==> src/rtl/fib_seq_engine_if.sv <==
// Wishbone slave bus bundle for fib_seq_engine (single wb_clk_i domain).
// Handshake: a request is valid while wbs_stb_i & wbs_cyc_i are high; the slave completes it
// with a single-cycle wbs_ack_o (ready), and the master holds the request until it sees that ack.
interface fib_seq_engine_if;
  logic        wbs_stb_i;
  logic        wbs_cyc_i;
  logic        wbs_we_i;
  logic [3:0]  wbs_sel_i;
  logic [31:0] wbs_adr_i;
  logic [31:0] wbs_dat_i;
  logic        wbs_ack_o;
  logic [31:0] wbs_dat_o;

  modport slave (
    input  wbs_stb_i, wbs_cyc_i, wbs_we_i, wbs_sel_i, wbs_adr_i, wbs_dat_i,
    output wbs_ack_o, wbs_dat_o
  );

  modport master (
    output wbs_stb_i, wbs_cyc_i, wbs_we_i, wbs_sel_i, wbs_adr_i, wbs_dat_i,
    input  wbs_ack_o, wbs_dat_o
  );
endinterface

==> src/rtl/fib_seq_engine.sv <==
// Multi-channel Fibonacci generator stepped by a shared programmable tick divider.
// Optional macro FIB_IRQ_EN adds the IRQ_EN register and a registered interrupt output.
module fib_seq_engine #(
  parameter int          WIDTH        = 30,
  parameter int          CHANNELS     = 2,
  parameter int          DIV_WIDTH    = 36,
  parameter logic [23:0] BASE_ADDRESS = 24'h300000
) (
  input  logic                      wb_clk_i,
  input  logic                      reset,
  fib_seq_engine_if.slave           wb,
  output logic [CHANNELS*WIDTH-1:0] value_o,
  output logic                      tick_o,
  output logic                      irq
);
  localparam logic [31:0] ID_VALUE = 32'h4669626F;
  localparam logic [6:0]  DIV_W7   = 7'(DIV_WIDTH);

  logic [CHANNELS-1:0]  enable, mode, status, irq_en;
  logic [5:0]           div_tap;
  logic [DIV_WIDTH-1:0] counter;
  logic [WIDTH-1:0]     a_q    [CHANNELS];
  logic [WIDTH-1:0]     b_q    [CHANNELS];
  logic [WIDTH-1:0]     seed_q [CHANNELS];

  logic                 req, wr, tick_cond;
  logic [5:0]           word;
  logic [31:0]          rd_data;
  logic [CHANNELS-1:0]  seed_wr, ovf_set, status_clr;
  logic [WIDTH:0]       sum [CHANNELS];
  logic [6:0]           tap_eff;
  logic [DIV_WIDTH-1:0] tap_mask;
  logic                 unused_bits;

  assign unused_bits = ^{wb.wbs_dat_i, wb.wbs_adr_i[1:0]};

  always_comb begin
    // Gating on the current ack keeps a held strobe from being accepted twice in a row.
    req        = wb.wbs_stb_i & wb.wbs_cyc_i & (wb.wbs_adr_i[31:8] == BASE_ADDRESS) & ~wb.wbs_ack_o;
    wr         = req & wb.wbs_we_i & (wb.wbs_sel_i == 4'hF);
    word       = wb.wbs_adr_i[7:2];
    status_clr = (wr && word == 6'd3) ? wb.wbs_dat_i[CHANNELS-1:0] : '0;
    rd_data    = '0;
    value_o    = '0;
    case (word)
      6'd0: rd_data = ID_VALUE;
      6'd1: begin
        rd_data[CHANNELS-1:0]  = enable;
        rd_data[8 +: CHANNELS] = mode;
      end
      6'd2: rd_data[5:0] = div_tap;
      6'd3: rd_data[CHANNELS-1:0] = status;
      6'd4: rd_data[CHANNELS-1:0] = irq_en;
      default: ;
    endcase
    for (int c = 0; c < CHANNELS; c++) begin
      sum[c]     = {1'b0, a_q[c]} + {1'b0, b_q[c]};
      seed_wr[c] = wr && (word == 6'(9 + 2 * c));
      // A restart in the same cycle discards the step, including its overflow.
      ovf_set[c] = tick_o & enable[c] & sum[c][WIDTH] & ~seed_wr[c];
      if (word == 6'(8 + 2 * c)) rd_data = 32'(a_q[c]);
      value_o[c*WIDTH +: WIDTH] = a_q[c];
    end
    tap_eff   = ({1'b0, div_tap} >= DIV_W7) ? DIV_W7 : {1'b0, div_tap};
    tap_mask  = ~({DIV_WIDTH{1'b1}} << tap_eff);
    tick_cond = ((counter & tap_mask) == tap_mask);
  end

  always_ff @(posedge wb_clk_i) begin
    if (reset) begin
      enable       <= '0;
      mode         <= '0;
      status       <= '0;
      div_tap      <= '0;
      counter      <= '0;
      tick_o       <= 1'b0;
      wb.wbs_ack_o <= 1'b0;
      wb.wbs_dat_o <= '0;
      for (int c = 0; c < CHANNELS; c++) begin
        a_q[c]    <= '0;
        b_q[c]    <= WIDTH'(1);
        seed_q[c] <= WIDTH'(1);
      end
    end else begin
      wb.wbs_ack_o <= req;
      wb.wbs_dat_o <= (req & ~wb.wbs_we_i) ? rd_data : '0;
      tick_o       <= tick_cond;
      if (wr && word == 6'd1) begin
        enable <= wb.wbs_dat_i[CHANNELS-1:0];
        mode   <= wb.wbs_dat_i[8 +: CHANNELS];
      end
      if (wr && word == 6'd2) begin
        div_tap <= wb.wbs_dat_i[5:0];
        counter <= '0;
      end else begin
        counter <= counter + DIV_WIDTH'(1);
      end
      status <= (status & ~status_clr) | ovf_set;
      for (int c = 0; c < CHANNELS; c++) begin
        if (seed_wr[c]) begin
          seed_q[c] <= wb.wbs_dat_i[WIDTH-1:0];
          a_q[c]    <= '0;
          b_q[c]    <= wb.wbs_dat_i[WIDTH-1:0];
        end else if (tick_o && enable[c]) begin
          if (!sum[c][WIDTH]) begin
            a_q[c] <= b_q[c];
            b_q[c] <= sum[c][WIDTH-1:0];
          end else if (mode[c]) begin
            a_q[c] <= '0;
            b_q[c] <= seed_q[c];
          end
        end
      end
    end
  end

`ifdef FIB_IRQ_EN
  always_ff @(posedge wb_clk_i) begin
    if (reset) begin
      irq_en <= '0;
      irq    <= 1'b0;
    end else begin
      if (wr && word == 6'd4) irq_en <= wb.wbs_dat_i[CHANNELS-1:0];
      irq <= |(status & irq_en);
    end
  end
`else
  assign irq_en = '0;
  assign irq    = 1'b0;
`endif
endmodule
==> src/flat_wrapper.sv <==
// flat-port wrapper written by rule: the top's interface ports become plain ports
module fib_seq_engine_flat 
#(
  parameter int          WIDTH        = 30,
  parameter int          CHANNELS     = 2,
  parameter int          DIV_WIDTH    = 36,
  parameter logic [23:0] BASE_ADDRESS = 24'h300000
)
  (wb_clk_i, reset, value_o, tick_o, irq, wb_wbs_stb_i, wb_wbs_cyc_i, wb_wbs_we_i, wb_wbs_sel_i, wb_wbs_adr_i, wb_wbs_dat_i, wb_wbs_ack_o, wb_wbs_dat_o);
  fib_seq_engine_if wb_i ();
  input  logic wb_clk_i;
  input  logic reset;
  output logic [CHANNELS*WIDTH-1:0] value_o;
  output logic tick_o;
  output logic irq;
  input wire logic [$bits(wb_i.wbs_stb_i)-1:0] wb_wbs_stb_i;
  input wire logic [$bits(wb_i.wbs_cyc_i)-1:0] wb_wbs_cyc_i;
  input wire logic [$bits(wb_i.wbs_we_i)-1:0] wb_wbs_we_i;
  input wire logic [$bits(wb_i.wbs_sel_i)-1:0] wb_wbs_sel_i;
  input wire logic [$bits(wb_i.wbs_adr_i)-1:0] wb_wbs_adr_i;
  input wire logic [$bits(wb_i.wbs_dat_i)-1:0] wb_wbs_dat_i;
  output wire logic [$bits(wb_i.wbs_ack_o)-1:0] wb_wbs_ack_o;
  output wire logic [$bits(wb_i.wbs_dat_o)-1:0] wb_wbs_dat_o;
  assign wb_i.wbs_stb_i = wb_wbs_stb_i;
  assign wb_i.wbs_cyc_i = wb_wbs_cyc_i;
  assign wb_i.wbs_we_i = wb_wbs_we_i;
  assign wb_i.wbs_sel_i = wb_wbs_sel_i;
  assign wb_i.wbs_adr_i = wb_wbs_adr_i;
  assign wb_i.wbs_dat_i = wb_wbs_dat_i;
  assign wb_wbs_ack_o = wb_i.wbs_ack_o;
  assign wb_wbs_dat_o = wb_i.wbs_dat_o;
  fib_seq_engine #(.WIDTH(WIDTH), .CHANNELS(CHANNELS), .DIV_WIDTH(DIV_WIDTH), .BASE_ADDRESS(BASE_ADDRESS)) u_core (.wb_clk_i(wb_clk_i), .reset(reset), .wb(wb_i), .value_o(value_o), .tick_o(tick_o), .irq(irq));
endmodule
==> config.mk <==
export PLATFORM = sky130hd
export DESIGN_NAME = fib_seq_engine_flat
export DESIGN_NICKNAME = d
export VERILOG_FILES = /design/src/rtl/fib_seq_engine_if.sv /design/src/rtl/fib_seq_engine.sv /design/src/flat_wrapper.sv
export SDC_FILE = /design/constraint.sdc
export NUM_CORES = 1
export LEC_CHECK = 0
export ABC_AREA = 1
export CAP_MARGIN = 20
export CORE_ASPECT_RATIO = 1.5
export CORE_UTILIZATION = 50
export CTS_CLUSTER_DIAMETER = 150
export DETAILED_ROUTE_END_ITERATION = 6
export PLACE_DENSITY = 0.79
export SETUP_SLACK_MARGIN = 0.3
export SLEW_MARGIN = 20
export SYNTH_ARGS = -nofsm -noshare
export SYNTH_HDL_FRONTEND = slang
export SYNTH_SLANG_ARGS = --single-unit
==> constraint.sdc <==
create_clock -name wb_clk_i -period 5.9 [get_ports wb_clk_i]
set_input_delay 1.18 -clock wb_clk_i [delete_from_list [all_inputs] [get_ports wb_clk_i]]
set_output_delay 1.18 -clock wb_clk_i [all_outputs]
set_load 0.03 [all_outputs]
**Word level (Yosys, flattened, before mapping)**

Memory sizes are Yosys's and may differ from the RTL's.
Index checks and enable logic that the tools add are counted.

- Register bits: 81
- Memory bits (writable): 180
- Input port bits: 73
- Output and inout port bits: 95
- Memories kept: 3

- Add/subtract/negate cells: 3
- Magnitude comparators: 1
- Equal/unequal tests: 10
- Shift-type cells: 1
- Multiplexer cells: 53
- Bitwise gates (word level): 36
- Reductions and logical operators: 11

Memories:

| memory | depth | bits a word | read ports | clocked after memory_dff | write ports | line | RTL |
|---|---|---|---|---|---|---|---|
| u_core.a_q | 2 | 30 | 2 | 0 | 2 | fib_seq_engine.sv:22 | `logic [WIDTH-1:0] a_q [CHANNELS];` |
| u_core.b_q | 2 | 30 | 2 | 0 | 2 | fib_seq_engine.sv:23 | `logic [WIDTH-1:0] b_q [CHANNELS];` |
| u_core.seed_q | 2 | 30 | 2 | 0 | 2 | fib_seq_engine.sv:24 | `logic [WIDTH-1:0] seed_q [CHANNELS];` |

Operator list:

| cell | number |
|---|---|
| 30-bit two-way mux | 16 |
| 30-bit by 30-bit adder with 31-bit output | 2 |
| 36-bit by 1-bit adder with 36-bit output (second input constant) | 1 |
| 36-bit bitwise AND | 1 |
| 36-bit equality test | 1 |
| 36-bit NOT | 1 |
| 36-bit by 7-bit left shift with 36-bit output (first input constant) | 1 |
| 1-bit two-way mux | 31 |
| 24-bit by 22-bit equality test with 1-bit output (second input constant) | 1 |
| 6-bit by 4-bit equality test with 1-bit output (second input constant) | 4 |
| 21-bit two-way mux | 1 |
| 1-bit OR | 14 |
| 1-bit bitwise AND | 12 |
| 6-bit by 2-bit equality test with 1-bit output (second input constant) | 2 |
| 2-bit one-hot mux with 4 select lines | 1 |
| 4-bit one-hot mux with 2 select lines | 1 |
| 1-bit logical AND | 7 |
| 6-bit by 1-bit equality test with 1-bit output (second input constant) | 1 |
| 6-bit greater-or-equal comparator (second input constant) | 1 |
| 6-bit logical NOT | 1 |
| 6-bit two-way mux | 1 |
| 1-bit NOT | 5 |
| 4-bit equality test (second input constant) | 1 |
| 2-bit one-hot mux with 2 select lines | 1 |
| 6 further kinds | 7 |

**Logic depth before layout (Yosys ltp)**

- Depth after elaboration: 12
- Depth in mapped cells: 17

**Worst setup path after synthesis**

Ideal clock, no wire load.

- Path type: register to register
- Start point: mem u_core.a_q[1][0]
- End point: mem u_core.a_q[1][0] (enable)
- Arrival: 3.659 ns
- Setup slack: 1.425 ns
- Cell stages (with the launch flop): 15
- Cell sequence: edfxtp_1 ha_1 inv_1 fa_1 nand3b_1 nand2_1 nand2_1 nand2_1 nand3_1 nand2_1 nand2_1 nand2_1 a21o_1 buf_2 nand3_1

RTL lines:

| element | line |
|---|---|
| start: declaration | fib_seq_engine.sv:22 |

==> qor.yml <==
hold_path:
  holdPathStages: 1
  hold_path_class: "reg2reg"
global_routing:
  grt_pass1_wl_um: 79200
  met1_usage: 0.336
  antenna_found_initial: 0
  grt.overflow.total: 0
  grt_util_all_layers: 0.317
  globalRouteMet3Util: 0.0337
  grt_max_degree: 61
  grt_busiest_layer: "met2"
  grtUsageMet2: 0.582
  grt_pass1_vias: 14600
worst_setup_path:
  critPathLaunchType: "flop"
  ff2ff_path_depth: 14
  endpoint_kind: "flop"
  critPathArrivalTime_ps: 4280
  crit_fanout: 33
  crit_required_ps: 6150
  critPathKind: "reg2reg"
  reg2reg_slack_ps: 1870
power_and_ir_drop:
  max-vdd-ir-drop_v: 0.000201
  power_leakage_uw: 0.00848
  powerDensity_nw_per_um2: 220
sta:
  timing.final.crit_share: 0.682
  tightest_slew_ps: 1010
  finalSetupTns_ps: 0
  finalHoldViolCount: 0
  period_needed_ps: 4030
  setup_viol: 0
  grt_setup_unrepaired: "false"
  maxSlewViolCount: 0
  max_slew_margin: 0.325
  finalClockSkew_ps: 11.4
  fmax_mhz: 248
route:
  firstDrtPassIters: 5
  first_iter_violations: 1227
  avgViaCountPerCell: 5.52
  wirelength_um: 52300
  ant_nets: 0
  avgRoutedWirePerCell_um: 18.9
  num_vias: 15200
  drc: 0
final_layout:
  layout_commonest_cell: "nand2_1"
  final_util: 0.597
  mostFrequentLayoutCells: "nand2_1 (556), nor2_1 (339), inv_1 (333), edfxtp_1 (180), clkdlybuf4s50_1 (161)"
  fillers: 2859
  diodes: 0
  multiInputGateArea_um2: 7530
  seqCellArea_um2: 7030
  drive_gt1_frac: 0.0391
  area_delta_synth_final_pct: 17.4
  num-nets-final: 2470
logic_synthesis:
  seq_area_frac_synth: 0.436
  netlist_instances: 2187
  synth_top_area_cell: "edfxtp_1"
  ys_seq_elements: 261
  avgSynthCellArea_um2: 7.37
  synthArstFlopShare: 0
  ys_types: 53
  ys_warn_count: 0
  synth_edf_count: 180
  synth_area_leaders: "edfxtp_1 (34%), nand2_1 (13%), dfxtp_1 (10%)"
  netlist.area_leader.share: 0.335
  syn_area_um2: 16100
  synth_top_flop_cell: "edfxtp_1"
cts:
  clk_latency_ps: 560
  cts.sinks: 261
  cts-root-buf: "clkbuf_16"
  clkTransAtPathRegs_ps: 60
  cts_resized: 0
  cts_max_level: 1
  postCtsSetupBuffers: 0
  holdBufCountCts: 0
  tritoncts: "built"
  cts_max_path_buffers: 3
  cts_made_buffers: 26
outcome:
  status: "completed"
floorplan:
  pin_count: 168
  core_um2: 31700
  start_util: 0.508
  dieArea_um2: 33000
  die_y_um: 222
  rows: 80
  die_w_um: 149
placement:
  dpl.hpwl_um: 40900
  numPortBuffers: 161
  gp_congestion: 0.958
run:
  max_cap_violations: 0
-- cell usage after synthesis, types with 7 or more instances --
cell type	n
inv_1	333
buf_4	8
inv_2	9
ha_1	61
nand3_1	143
xor2_1	35
nor2_2	7
a21oi_1	103
nand2_1	557
nor2_1	340
o21ai_1	17
a41oi_1	7
dfxtp_1	81
buf_2	27
nand3b_1	12
nor3_1	50
o21ai_0	70
a22oi_1	14
nand4_1	31
xnor2_1	11
edfxtp_1	180
clkbuf_1	18
-- per-stage QoR --
stage / hold WS, ps / area [um^2] / setup WS, ps / total power, uW / std cells
2_1_floorplan: 427 / 16100 / 1430 / 2330 / 2188
3_3_place_gp: 445 / 18100 / 1440 / 2520 / 2715
3_5_place_dp: 452 / 18100 / 1420 / 2520 / 2715
4_1_cts: 469 / 18900 / 1810 / 4160 / 2762
5_1_grt: 494 / 18900 / 1670 / 4270 / 2763
6_report: 463 / 18900 / 1870 / 4160 / 2763
-- final cells by class --
| type | count | area share |
|---|---|---|
| Inverter | 345 | 0.0685 |
| Clock buffer | 33 | 0.0374 |
| Tap cell | 410 | 0.0271 |
| Sequential cell | 261 | 0.371 |
| Clock inverter | 14 | 0.00694 |
| Multi-Input combinational cell | 1526 | 0.398 |
| Timing Repair Buffer | 174 | 0.0909 |
-- path summary, 6_finish.rpt --
path                      from           endpoint
min reg2reg  u_core.counter[0]  u_core.counter[0]
max reg2reg   u_core.a_q[1][0]  u_core.a_q[1][25]
min          u_core.counter[0]  u_core.counter[0]
max           u_core.a_q[1][0]  u_core.a_q[1][25]
-- sequential cells by signal, indices dropped and copies added (netlist names) --
signal / cells
u_core.a_q: 60
u_core.b_q: 60
u_core.seed_q: 60
u_core.counter: 36
u_core.wb.wbs_dat_o: 31
u_core.div_tap: 6
u_core.enable: 2
u_core.mode: 2
u_core.status: 2
u_core.tick_o: 1
u_core.wb.wbs_ack_o: 1
-- logic make-up after synthesis --
| logic type | count (synthesis) | share of synthesized area |
|---|---|---|
| compound gates | 244 | 0.0846 |
| xor+xnor | 46 | 0.0250 |
| fa+ha+maj | 63 | 0.0498 |
| buf+inv | 401 | 0.0984 |
| flops | 261 | 0.436 |
| other cells | 1 | 0.000233 |
| simple gates | 1171 | 0.306 |
-- power breakdown --
group	switching, uW	internal [uW]	leakage (uW)
clock network	727	939	0.000407
logic	280	161	0.00561
registers	47.6	2000	0.00246
total	1050	3100	0.00848
-- worst max-delay path, cell delays in order (launching register included) --
cell and delay, ps:
edfxtp_1 400, ha_1 210, inv_1 70, fa_1 400
nand3b_1 170, nand2_1 130, nand2_1 70, nand2_1 140
nand3_1 100, nand2_1 180, nand2_1 70, nand2_1 430
a21o_1 220, nand3_2 570, buf_4 530
-- layer usage --
| metal | vias to the layer above | part of all wire |
|---|---|---|
| met3 | 172 | 0.057 |
| met2 | 679 | 0.52 |
| met4 | 0 | 0.072 |
| met5 | - | 0 |
| met1 | 7036 | 0.35 |
| li1 | 7352 | - |
Power figures use the tool's default switching activity.
